**src/rtl/fifo_port_arbiter.sv**
```systemverilog
// ============================================================================
//  Module   : fifo_port_arbiter
//  Purpose  : Packet-granular round-robin arbiter sharing one host-bound
//             output FIFO write port between N_REQ user cores. A grant is
//             locked for a whole packet (or until MAX_LEN words), words are
//             forwarded combinationally into the FIFO, then priority rotates.
//  Revision : 1.0 - initial release
// ----------------------------------------------------------------------------
//  Ports
//    clk          in   clock
//    rst          in   synchronous active-high reset
//    req_valid    in   [N_REQ]        per-requester word valid
//    req_data     in   [N_REQ*DATA_W] requester i at [i*DATA_W +: DATA_W]
//    req_last     in   [N_REQ]        final word of a packet
//    req_ready    out  [N_REQ]        word accepted this cycle
//    fifo_din     out  [DATA_W]       FIFO write data
//    fifo_wr_en   out                 FIFO write strobe
//    fifo_full    in                  FIFO full flag
//    grant_valid  out                 a packet is currently owned
//    grant_id     out  [3]            owning requester index
//    pkt_done     out                 pulse after a packet closes
//    trunc_err    out                 pulse after a forced close at MAX_LEN
//  Optional feature
//    FIFO_PORT_ARBITER_HDR_EN : prepend a header word
//                               {8'hA5, 5'b0, grant_id, pkt_seq} per packet
// ============================================================================
`default_nettype none

module fifo_port_arbiter #(
  parameter int N_REQ   = 4,
  parameter int DATA_W  = 32,
  parameter int MAX_LEN = 256
) (
  input  logic                      clk,
  input  logic                      rst,
  input  logic [N_REQ-1:0]          req_valid,
  input  logic [N_REQ*DATA_W-1:0]   req_data,
  input  logic [N_REQ-1:0]          req_last,
  output logic [N_REQ-1:0]          req_ready,
  output logic [DATA_W-1:0]         fifo_din,
  output logic                      fifo_wr_en,
  input  logic                      fifo_full,
  output logic                      grant_valid,
  output logic [2:0]                grant_id,
  output logic                      pkt_done,
  output logic                      trunc_err
);

  localparam int               CNT_W          = $clog2(MAX_LEN + 1);
  localparam logic [2:0]       LAST_GRANT_RST = 3'(N_REQ - 1);
  // Count value before the transfer that makes the packet MAX_LEN words long
  localparam logic [CNT_W-1:0] CNT_CLOSE      = CNT_W'(MAX_LEN - 1);

`ifdef FIFO_PORT_ARBITER_HDR_EN
  typedef enum logic [1:0] {IDLE = 2'd0, XFER = 2'd1, HDR = 2'd2} state_t;
`else
  typedef enum logic [1:0] {IDLE = 2'd0, XFER = 2'd1} state_t;
`endif

  state_t           state, state_nxt;
  logic             grant_valid_nxt;
  logic [2:0]       grant_id_nxt;
  logic [2:0]       last_grant, last_grant_nxt;
  logic [CNT_W-1:0] count, count_nxt;
  logic             pkt_done_nxt;
  logic             trunc_err_nxt;
`ifdef FIFO_PORT_ARBITER_HDR_EN
  logic [15:0]      pkt_seq, pkt_seq_nxt;
`endif

  logic             arb_found;
  logic [2:0]       arb_sel;
  logic             sel_valid;
  logic             sel_last;
  logic [DATA_W-1:0] sel_data;
  logic             xfer;

  // Round-robin search: offset 1 from last_grant has the highest priority,
  // offset N_REQ (last_grant itself) the lowest.
  always_comb begin
    arb_found = 1'b0;
    arb_sel   = '0;
    for (int k = 1; k <= N_REQ; k++) begin
      for (int i = 0; i < N_REQ; i++) begin
        if (!arb_found && req_valid[i] &&
            (i == ((int'(last_grant) + k) % N_REQ))) begin
          arb_found = 1'b1;
          arb_sel   = 3'(i);
        end
      end
    end
  end

  // Lane multiplexer for the currently granted requester
  always_comb begin
    sel_valid = 1'b0;
    sel_last  = 1'b0;
    sel_data  = '0;
    for (int i = 0; i < N_REQ; i++) begin
      if (grant_id == 3'(i)) begin
        sel_valid = req_valid[i];
        sel_last  = req_last[i];
        sel_data  = req_data[i*DATA_W +: DATA_W];
      end
    end
  end

  // Next-state and output logic
  always_comb begin
    state_nxt       = state;
    grant_valid_nxt = grant_valid;
    grant_id_nxt    = grant_id;
    last_grant_nxt  = last_grant;
    count_nxt       = count;
    pkt_done_nxt    = 1'b0;
    trunc_err_nxt   = 1'b0;
`ifdef FIFO_PORT_ARBITER_HDR_EN
    pkt_seq_nxt     = pkt_seq;
`endif
    req_ready       = '0;
    fifo_wr_en      = 1'b0;
    fifo_din        = sel_data;
    xfer            = 1'b0;

    case (state)
      IDLE: begin
        if (arb_found) begin
          grant_id_nxt    = arb_sel;
          grant_valid_nxt = 1'b1;
`ifdef FIFO_PORT_ARBITER_HDR_EN
          state_nxt       = HDR;
`else
          state_nxt       = XFER;
`endif
        end
      end

`ifdef FIFO_PORT_ARBITER_HDR_EN
      HDR: begin
        fifo_din = DATA_W'({8'hA5, 5'b0, grant_id, pkt_seq});
        if (!fifo_full) begin
          fifo_wr_en  = 1'b1;
          pkt_seq_nxt = pkt_seq + 16'd1;
          state_nxt   = XFER;
        end
      end
`endif

      XFER: begin
        for (int i = 0; i < N_REQ; i++) begin
          req_ready[i] = (grant_id == 3'(i)) && !fifo_full;
        end
        xfer       = sel_valid && !fifo_full;
        fifo_wr_en = xfer;
        if (xfer) begin
          count_nxt = count + CNT_W'(1);
          // A last word arriving exactly at MAX_LEN is a normal close
          if (sel_last || (count == CNT_CLOSE)) begin
            pkt_done_nxt    = 1'b1;
            trunc_err_nxt   = !sel_last;
            last_grant_nxt  = grant_id;
            grant_valid_nxt = 1'b0;
            count_nxt       = '0;
            state_nxt       = IDLE;
          end
        end
      end

      default: begin
        state_nxt = IDLE;
      end
    endcase
  end

  always_ff @(posedge clk) begin
    if (rst) begin
      state       <= IDLE;
      grant_valid <= 1'b0;
      grant_id    <= '0;
      last_grant  <= LAST_GRANT_RST;
      count       <= '0;
      pkt_done    <= 1'b0;
      trunc_err   <= 1'b0;
`ifdef FIFO_PORT_ARBITER_HDR_EN
      pkt_seq     <= '0;
`endif
    end else begin
      state       <= state_nxt;
      grant_valid <= grant_valid_nxt;
      grant_id    <= grant_id_nxt;
      last_grant  <= last_grant_nxt;
      count       <= count_nxt;
      pkt_done    <= pkt_done_nxt;
      trunc_err   <= trunc_err_nxt;
`ifdef FIFO_PORT_ARBITER_HDR_EN
      pkt_seq     <= pkt_seq_nxt;
`endif
    end
  end

endmodule

`default_nettype wire
```
**config.mk**
```make
export PLATFORM = sky130hd
export DESIGN_NAME = fifo_port_arbiter
export DESIGN_NICKNAME = d
export VERILOG_FILES = /design/src/rtl/fifo_port_arbiter.sv
export SDC_FILE = /design/constraint.sdc
export NUM_CORES = 1
export LEC_CHECK = 0
export BUFFER_PORTS_ARGS = -buffer_cell sky130_fd_sc_hd__buf_2
export CORE_MARGIN = 1.5
export CORE_UTILIZATION = 32
export CTS_CLUSTER_DIAMETER = 120
export DETAILED_ROUTE_END_ITERATION = 10
export GPL_ROUTABILITY_DRIVEN = 0
export GPL_TIMING_DRIVEN = 0
export PLACE_DENSITY = 0.81
export SETUP_SLACK_MARGIN = 0.1
export SLEW_MARGIN = 20
export SYNTH_ARGS = -nofsm -noshare
export SYNTH_HDL_FRONTEND = slang
export SYNTH_SLANG_ARGS = --single-unit
```
**constraint.sdc**
```tcl
create_clock -name clk -period 2.4 [get_ports clk]
set_input_delay 0.48 -clock clk [delete_from_list [all_inputs] [get_ports clk]]
set_output_delay 0.48 -clock clk [all_outputs]
set_load 0.02 [all_outputs]
```
==> reports/qor.yml, run 1 <==
maxSlewViolCount: 0
synth-seq-cells: 16
ys_seq_area_frac: 0.193
vias_per_cell: 5.31
final_util: 0.573
path_clk_slew_ns: 0.07
syn_nets: 292
post-route-period-util: 0.942
synth.avg_cell_area_um2: 11.0
clkPwrFrac: 0.208
final_common_cell: "buf_2"
syn_area_um2: 1660
synth.distinct_cells: 33
syn_inst: 151
layout.nets: 484
yosys_warnings: 0
worst_path_dominant_cell_family: "simple AND/OR/NAND/NOR gates"
setup_tns_ns: 0
coreArea_um2: 5040
worstSetupPathType: "reg2reg"
layout-drive-gt1-share: 0.728
mostFrequentLayoutCells: "179 x buf_2, 34 x mux4_2, 12 x dfxtp_1"
worstPathRequired_ns: 2.59
fillCellCount: 450
grt_pass1_wl_um: 9980
cts_inserted_buffers: 3
outcome: "completed"
num_rows: 26
critPathBufInv: 2
max-vdd-ir-drop_mv: 0.301
critPathLaunchType: "flop"
routed_wl_um: 7740
placed_cells: 400
antenna_found_initial: 13
period_minus_slack_ns: 2.26
ant_nets: 0
fmax_mhz: 442
crit_chain: "buf_6 > mux4_2 > buf_6 > or4b_4 > or3b_1 > a21oi_2"
crit_path_max_incr_delay_ns: 0.57
htreeDepth: 1
dp_hpwl_um: 6590
fin_skew_ns: 0.00890
port_buffers: 179
die_h_um: 75.1
crit_top_cell: "buf_6"
p_seq_frac: 0.243
stdcell_count: 418
grt_usage: 0.244
grt_pass1_vias: 1975
clk_latency_ns: 0.26
path_max_fanout: 8
vias: 2221
grt_start_max_net_pins: 11
die_width_um: 75.1
clock-sinks: 16
slowest_stage: "or4b_4"
first_pass_iters: 4
critPathCaptureType: "flop"
clock_tree.buffer_depth: 2
post-route-drc-count: 0
start_util: 0.330
max_cap_viol_count: 0
gr-total-overflow: 0
pwr-share-comb: 0.549
wl_per_cell_um: 18.5
fin_area_um2: 2890
switchingPower_uw: 417
synthToLayoutAreaGrowth_pct: 73.9
arrival_ns: 2.45
intPower_uw: 745
ctsRootBufferMaster: "clkbuf_8"
setup_viol: 0
switching_share: 0.359
dieArea_um2: 5630
first_iter_violations: 58
rsz0062_at_grt: "yes"
finalHoldViolCount: 0
p_leak_nw: 1.33
cts_tree: "yes"
powerDensity_nw_per_um2: 402
pin_count: 182
post_dp_cell_area_um2: 2650
holdCritPathClass: "reg2reg"
## synthesized netlist by cell type (all sizes together)
master	n	area [µm²]
o21ai	9	45.0
a21oi	10	50.1
a311oi	3	26.3
or3	4	25.0
o31ai	1	7.51
o221ai	1	8.76
nor2	12	45.0
inv	4	15.0
nand2b	4	25.0
nor3b	1	7.51
ha	2	25.0
nor4	2	12.5
a211oi	3	22.5
clkbuf	7	26.3
conb	1	3.75
or4	1	7.51
and4	1	8.76
or3b	3	26.3
dfxtp	16	320
nand2	6	22.5
and3	3	18.8
nor2b	1	6.26
mux4	34	766
and2	1	6.26
nor4b	1	8.76
or4b	1	13.8
mux2	1	11.3
nor3	6	30.0
nand3	3	15.0
buf	9	55.1
## registers in the layout, summed over array words and instances (netlist names)
name	cells
grant_valid	1
pkt_done	1
grant_id	2
count	9
last_grant	2
trunc_err	1
## path summary, 6_finish.rpt
check / depth (start not counted) / end / startpoint / slack [ns]
min: 2 / count[1]$_SDFFE_PP0P_ / count[1]$_SDFFE_PP0P_ / 0.49
max reg2reg: 6 / count[4]$_SDFFE_PP0P_ / grant_id[0]$_SDFFE_PP0P_ / 0.14
min reg2reg: 2 / count[1]$_SDFFE_PP0P_ / count[1]$_SDFFE_PP0P_ / 0.49
max: 6 / count[4]$_SDFFE_PP0P_ / grant_id[0]$_SDFFE_PP0P_ / 0.14
## cell type report
| class | instances | area, µm² | share of cell area |
|---|---|---|---|
| Buffer | 15 | 126 | 0.0437 |
| Inverter | 4 | 15.0 | 0.00520 |
| Timing Repair Buffer | 188 | 963 | 0.333 |
| Multi-Input combinational cell | 115 | 1300 | 0.450 |
| Tap cell | 70 | 87.6 | 0.0303 |
| Clock buffer | 4 | 55.1 | 0.0191 |
| Sequential cell | 16 | 328 | 0.113 |
| Antenna cell | 6 | 15.0 | 0.00520 |
## what timing repair did
| item | in CTS | in global routing |
|---|---|---|
| resized for setup | 21 | 13 |
| setup endpoints to repair | 38 | 32 |
| hold buffers | 0 | 0 |
| pin swaps | 6 | 6 |
| buffers inserted | 1 | 8 |
## per-layer routing
layer | GRT usage | vias to the layer above | part of all wire
li1 | - | 1005 | -
met1 | 0.275 | 1029 | 0.34
met2 | 0.398 | 155 | 0.48
met3 | 0.171 | 18 | 0.16
met4 | 0.0141 | 14 | 0.0072
met5 | 0 | - | 0.011
## metrics by stage
stage	total power, mW	worst slack [ns]	hold WS, ns
after global routing	1.23	0.0576	0.513
after CTS	1.15	0.102	0.475
after floorplan	0.655	0.107	0.444
after detailed placement	0.892	-0.120	0.467
after global placement	0.877	-0.0486	0.457
final	1.16	0.139	0.485
## cell families after synthesis
kind of cell / share of synthesized area
compound gates: 0.0964
fa+ha+maj: 0.0151
buf+inv: 0.0580
flops: 0.193
mux: 0.468
other cells: 0.00226
simple gates: 0.168
## power by group through the flow
stage	sequential, mW	clock [mW]	combinational, mW
floorplan	0.292	0	0.362
global placement	0.289	0	0.588
detailed placement	0.290	0	0.602
CTS	0.284	0.243	0.619
global route	0.284	0.255	0.689
finish	0.283	0.242	0.638
## tightest hold or removal path, delay by kind of cell (launching register included)
family / cells / cell delay, ns
and+or+nand+nor: 1 / 0.05
AOI/OAI and AO/OA: 1 / 0.05
DFF: 1 / 0.34
Power figures use the tool's default switching activity.
==> inputs of run 2 (changes only) <==
clock period = 2 ns   (was 2.4 ns; I/O delays follow)
==> run 2 against run 1 <==
- the flow now finishes with violations (negative setup slack)
- final area grew 12%
- die area is the same
- combinational power grew 51%
- via count shrank 1.5%
- utilization grew 6.7 points
- first-iteration DRC count grew 5.2%
- hold slack gained 0.0029 ns
==> reports/qor.yml, run 2 (synthesized netlist as in run 1, its figures left out) <==
outcome: "complete, but fails checks"
failed_checks: "negative setup slack"
ctsRootBufferMaster: "clkbuf_8"
grt_start_max_net_pins: 11  # unchanged
htreeDepth: 1  # unchanged
clock-sinks: 16  # unchanged
worstSetupPathType: "reg2reg"
die_width_um: 75.1  # unchanged
critPathCaptureType: "flop"
maxSlewViolCount: 0  # unchanged
power_mw: 1.56  # +34%
die_h_um: 75.1  # unchanged
crit_chain: "buf_6 > mux4_2 > buf_6 > or4b_4 > or3b_1 > a21oi_1"
post_dp_cell_area_um2: 2680  # +1.3%
arrival_ns: 2.43  # -0.02 ns
largest-register: "count"
switching_share: 0.345  # -0.0142
dp_hpwl_um: 6030  # -8.5%
wl_per_cell_um: 17.6  # -5.1%
vias: 2187  # -1.5%
intPower_mw: 1.02  # +37%
p_leak_nw: 1.48  # +11%
coreArea_um2: 5040  # unchanged
period_minus_slack_ns: 2.26  # -0.00336 ns
clk_latency_ns: 0.25  # about the same
clkPwrFrac: 0.163  # -0.045
cts_inserted_buffers: 3  # unchanged
slowest_stage: "or4b_4"
largest_register_ffs: 9  # unchanged
finalHoldViolCount: 0  # unchanged
critPathLaunchType: "flop"
cts_tree: "yes"
p_seq_frac: 0.218  # -0.025
fin_skew_ns: 0.00451  # -0.00439 ns
grt_pass1_wl_um: 9560  # -4.1%
mostFrequentLayoutCells: "147 x buf_2, 38 x buf_6, 34 x mux4_2"
reg2regPathDepth: 6  # unchanged
path_max_fanout: 8  # unchanged
layout-drive-gt1-share: 0.744  # +0.0162
clock_tree.buffer_depth: 2  # unchanged
layout.nets: 494  # +2.1%
grt_usage: 0.233  # -0.0114
path_clk_slew_ns: 0.06  # about the same
port_buffers: 179  # unchanged
synthToLayoutAreaGrowth_pct: 94.2
start_util: 0.330  # unchanged
pin_count: 182  # unchanged
num_rows: 26  # unchanged
worst_slack_ns: -0.258  # -0.397 ns
worstPathRequired_ns: 2.18  # -0.41 ns
final_util: 0.640  # +0.0670
first_iter_violations: 61  # +5.2%
post-route-drc-count: 0  # unchanged
fin_area_um2: 3230  # +12%
final_common_cell: "buf_2"
switchingPower_uw: 538  # +29%
max-vdd-ir-drop_mv: 0.424  # +41%
max_cap_viol_count: 0  # unchanged
worst_hold_path.num_cells: 2  # unchanged
gr-total-overflow: 0  # unchanged
first_pass_iters: 4  # unchanged
setup_viol: 37  # +37
stdcell_count: 424  # +1.4%
pwr-share-comb: 0.619  # +0.070
holdCritPathClass: "reg2reg"
antenna_found_initial: 2  # -11
post-route-period-util: 1.13  # +0.187
crit_path_max_incr_delay_ns: 0.58  # about the same
rsz0062_at_grt: "yes"
routed_wl_um: 7450  # -3.8%
slew_headroom: 0.661
dieArea_um2: 5630  # unchanged
placed_cells: 400  # unchanged
vias_per_cell: 5.16  # -2.9%
grt_pass1_vias: 1893  # -4.2%
fmax_mhz: 443  # +0.15%
ant_nets: 0  # unchanged
crit_top_cell: "buf_6"
powerDensity_nw_per_um2: 483  # +20%
reg_top3: "count (9), grant_id (2), last_grant (2)"
cts_hold_buf: 0  # unchanged
worst_pin_slew_ns: 0.509
==> run 2: cell count changes in the layout (fill, tap and decap cells not counted), sizes merged <==
cell    change
buf        +13
diode       -4
clkbuf      -3
==> run 2: timing repair <==
item | CTS | global route
resized for setup | 80 | 30
endpoints found under the setup margin | 45 | 45
pin swaps | 8 | 7
setup buffers | 11 | 7
cloned | 2 | 0
==> run 2: cell type report <==
class                      instances  area (µm²)
fill                             415        1820
multi-input combinational        115        1290
timing repair buffer             197        1290
sequential                        16         328
buffer                            16         171
tap                               70        87.6
clock buffer                       4        45.0
inverter                           4        17.5
antenna                            2        5.00
==> run 2: power by group through the flow <==
stage | Combinational, mW | Sequential, mW | Clock (mW)
after floorplan | 0.442 | 0.351 | 0
after detailed placement | 0.731 | 0.346 | 0
final | 0.966 | 0.340 | 0.254
after global placement | 0.720 | 0.345 | 0
after CTS | 0.932 | 0.340 | 0.255
after global routing | 1.02 | 0.341 | 0.261
==> run 2: worst max-delay path: cells and delay by family, from the launching register on <==
family | cells | cell delay [ns]
AO/OA/AOI/OAI | 1 | 0.14
multiplexers | 1 | 0.50
buffers and inverters | 2 | 0.25
flip-flops | 1 | 0.35
AND/OR/NAND/NOR | 2 | 0.96
==> run 2: stage by stage <==
stage	hold slack, ns	setup TNS (ns)	setup WS, ns
after CTS	0.489	-6.00	-0.264
final	0.488	-4.88	-0.258
after detailed placement	0.475	-4.97	-0.332
after global placement	0.458	-4.26	-0.291
after floorplan	0.447	-1.27	-0.193
after global routing	0.501	-6.53	-0.291
==> run 2: routing by layer <==
layer | vias up | part of all wire | wire, µm | global-route usage
li1 | 1018 | - | - | -
met2 | 115 | 0.51 | 3770 | 0.390
met3 | 9 | 0.086 | 643 | 0.0549
met1 | 1045 | 0.40 | 2950 | 0.304
met5 | - | 0 | 0 | 0
met4 | 0 | 0.012 | 89 | 0.0545
==> run 2: final timing paths <==
path | end | slack, ns | start
hold / removal | count[8]$_SDFFE_PP0P_ | 0.49 | count[8]$_SDFFE_PP0P_
setup reg to reg | count[2]$_SDFFE_PP0P_ | -0.26 | grant_id[0]$_SDFFE_PP0P_
hold reg to reg | count[8]$_SDFFE_PP0P_ | 0.49 | count[8]$_SDFFE_PP0P_
setup / recovery | count[2]$_SDFFE_PP0P_ | -0.26 | grant_id[0]$_SDFFE_PP0P_
==> inputs of run 3 (changes only) <==
CORE_MARGIN = 2   (was 1.5)
==> run 3 against run 2 <==
- combinational power about the same
- largest power group unchanged
- final area increased by 2.2%
- the run still ends with negative setup slack left
- via count increased by 1.7%
- clock skew increased by 0.0018 ns
- total power increased by 4.4%
- non-clock buffer count increased by 3
- first-iteration DRC count increased by 77%
- final cell count increased by 0.47%
- register-to-register slack about the same
- setup slack improved by 0.0037 ns
- hold slack got worse by 0.0029 ns
==> reports/qor.yml, run 3 (synthesized netlist as in run 1, its figures left out) <==
vias_per_cell: 5.22  # +1.3%
dp_hpwl_um: 6430  # +6.6%
period_minus_slack_ns: 2.25  # -0.00371 ns
first_iter_violations: 108  # +77%
holdCritPathClass: "reg2reg"
max-vdd-ir-drop_mv: 0.464  # +9.5%
critPathCaptureType: "flop"
clk_latency_ns: 0.25  # about the same
layout-drive-gt1-share: 0.749  # +0.00498
die_h_um: 76.1  # +1.3%
cts_inserted_buffers: 3  # unchanged
clock-sinks: 16  # unchanged
hp-start: "count[1]$_SDFFE_PP0P_"
setup_viol: 37  # unchanged
fin_skew_ns: 0.00635  # +0.00185 ns
ctsRootBufferMaster: "clkbuf_8"
worst_hold_path.num_cells: 2  # unchanged
regToRegStartpoint: "grant_id[0]$_SDFFE_PP0P_"
num_rows: 26  # unchanged
hold_slack_ns: 0.485  # -0.00293 ns
post-route-drc-count: 0  # unchanged
slowest_stage: "or4b_4"
worst_slack_ns: -0.254  # +0.00371 ns
htreeDepth: 1  # unchanged
pin_count: 182  # unchanged
start_util: 0.327  # -0.00211
largest-register: "count"
setup_tns_ns: -5.78  # -0.901 ns
placed_cells: 400  # unchanged
regToRegSetupSlack_ns: -0.25  # about the same
max_cap_viol_count: 0  # unchanged
cts_tree: "yes"
p_leak_nw: 1.50  # +1.9%
worstSetupPathType: "reg2reg"
stdcell_count: 426  # +0.47%
rsz0062_at_grt: "yes"
path_clk_slew_ns: 0.06  # about the same
critPathBufInv: 2  # unchanged
vias: 2225  # +1.7%
dpl_worst_slack_ns: -0.325  # +0.00716 ns
clock_tree.buffer_depth: 2  # unchanged
finalHoldViolCount: 0  # unchanged
gr-total-overflow: 0  # unchanged
crit_top_cell: "buf_6"
mostFrequentLayoutCells: "145 x buf_2, 43 x buf_6, 34 x mux4_2"
port_buffers: 179  # unchanged
r2r-end: "count[3]$_SDFFE_PP0P_"
layout.nets: 497  # +0.61%
critPathLaunchType: "flop"
grt_pass1_wl_um: 12000  # +25%
first_pass_iters: 4  # unchanged
die_width_um: 76.1  # +1.3%
fillCellCount: 410  # -1.2%
largest_register_ffs: 9  # unchanged
maxSlewViolCount: 0  # unchanged
routed_wl_um: 7960  # +6.9%
crit_path_max_incr_delay_ns: 0.58  # about the same
ff_latch_area_um2: 328  # unchanged
holdPathEnd: "count[1]$_SDFFE_PP0P_"
ant_nets: 0  # unchanged
reg_top3: "count (9), grant_id (2), last_grant (2)"
dieArea_um2: 5790  # +2.7%
wl_per_cell_um: 18.7  # +6.4%
worst_path_dominant_cell_family: "simple AND/OR/NAND/NOR gates"
reg2regPathDepth: 6  # unchanged
arrival_ns: 2.43  # about the same
antenna_found_initial: 1  # -1
cts_hold_buf: 0  # unchanged
grt_pass1_vias: 2314  # +22%
post-route-period-util: 1.13  # -0.00185
worstPathRequired_ns: 2.18  # about the same
fin_area_um2: 3300  # +2.2%
grt_start_max_net_pins: 11  # unchanged
failed_checks: "negative setup slack"
grt_usage: 0.265  # +0.0322
powerDensity_nw_per_um2: 494  # +2.2%
fmax_mhz: 444  # +0.16%
synthToLayoutAreaGrowth_pct: 98.4
outcome: "complete, but fails checks"
coreArea_um2: 5070  # +0.65%
crit_chain: "buf_6 > mux4_2 > buf_6 > or4b_4 > or3b_1 > a21oi_1"
post_dp_cell_area_um2: 2680  # unchanged
multi_input_area_um2: 1290  # +0.29%
final_common_cell: "buf_2"
path_max_fanout: 8  # unchanged
-- run 3: cell count changes in the layout (fill, tap and decap cells not counted), sizes merged --
cell    previous run  this run
diode              2         1
clkbuf             9        10
buf              208       210
-- run 3: stage by stage --
stage / utilization / power [mW]
final: 0.650 / 1.63
after global routing: 0.650 / 1.70
after CTS: 0.646 / 1.62
after detailed placement: 0.529 / 1.08
after global placement: 0.529 / 1.07
after floorplan: - / 0.793
-- run 3: cell type report --
| class | count | area share |
|---|---|---|
| plain buffers | 15 | 0.0467 |
| well taps | 70 | 0.0266 |
| clock buffers | 4 | 0.0167 |
| flip-flops and latches | 16 | 0.0994 |
| inverters | 4 | 0.00531 |
| multi-input cells | 115 | 0.391 |
| diodes | 1 | 0.000759 |
| repair buffers | 201 | 0.413 |
-- run 3: where the power goes --
group          total (mW)  leakage (nW)  internal [mW]  switching (mW)
registers           0.339         0.132          0.329          0.0102
logic                1.00          1.34          0.570           0.431
clock network       0.288        0.0288          0.175           0.113
-- run 3: tightest hold or removal path, cell delays in order, from the launching register on --
cell and delay [ns]:
dfxtp_2 0.34, nand2_1 0.06, a21oi_1 0.05
-- run 3: how the worst max path moves through the flow --
| stage | startpoint | endpoint | slack (ns) | depth (start not counted) |
|---|---|---|---|---|
| after floorplan | grant_id[0]$_SDFFE_PP0P_ | count[4]$_SDFFE_PP0P_ | -0.19 | 6 |
| final | grant_id[0]$_SDFFE_PP0P_ | count[3]$_SDFFE_PP0P_ | -0.25 | 6 |
| after global placement | count[0]$_SDFFE_PP0P_ | count[2]$_SDFFE_PP0P_ | -0.31 | 9 |
| after detailed placement | count[0]$_SDFFE_PP0P_ | count[2]$_SDFFE_PP0P_ | -0.33 | 9 |
| after global routing | grant_id[0]$_SDFFE_PP0P_ | count[3]$_SDFFE_PP0P_ | -0.29 | 6 |
| after CTS | count[1]$_SDFFE_PP0P_ | count[2]$_SDFFE_PP0P_ | -0.27 | 9 |
-- run 3: what timing repair did --
action,4_1_cts,5_1_grt
gates resized for setup,106,11
endpoints found under the hold margin,0,0
setup endpoints to repair,45,50
setup buffers,16,5
pin swaps,10,9
cloned,2,0
-- run 3: metal layers --
layer	track usage	share of wire	up-vias
li1	-	-	1025
met1	0.291	0.36	1063
met2	0.488	0.54	118
met3	0.0616	0.075	19
met4	0.111	0.031	0
met5	0	0	-
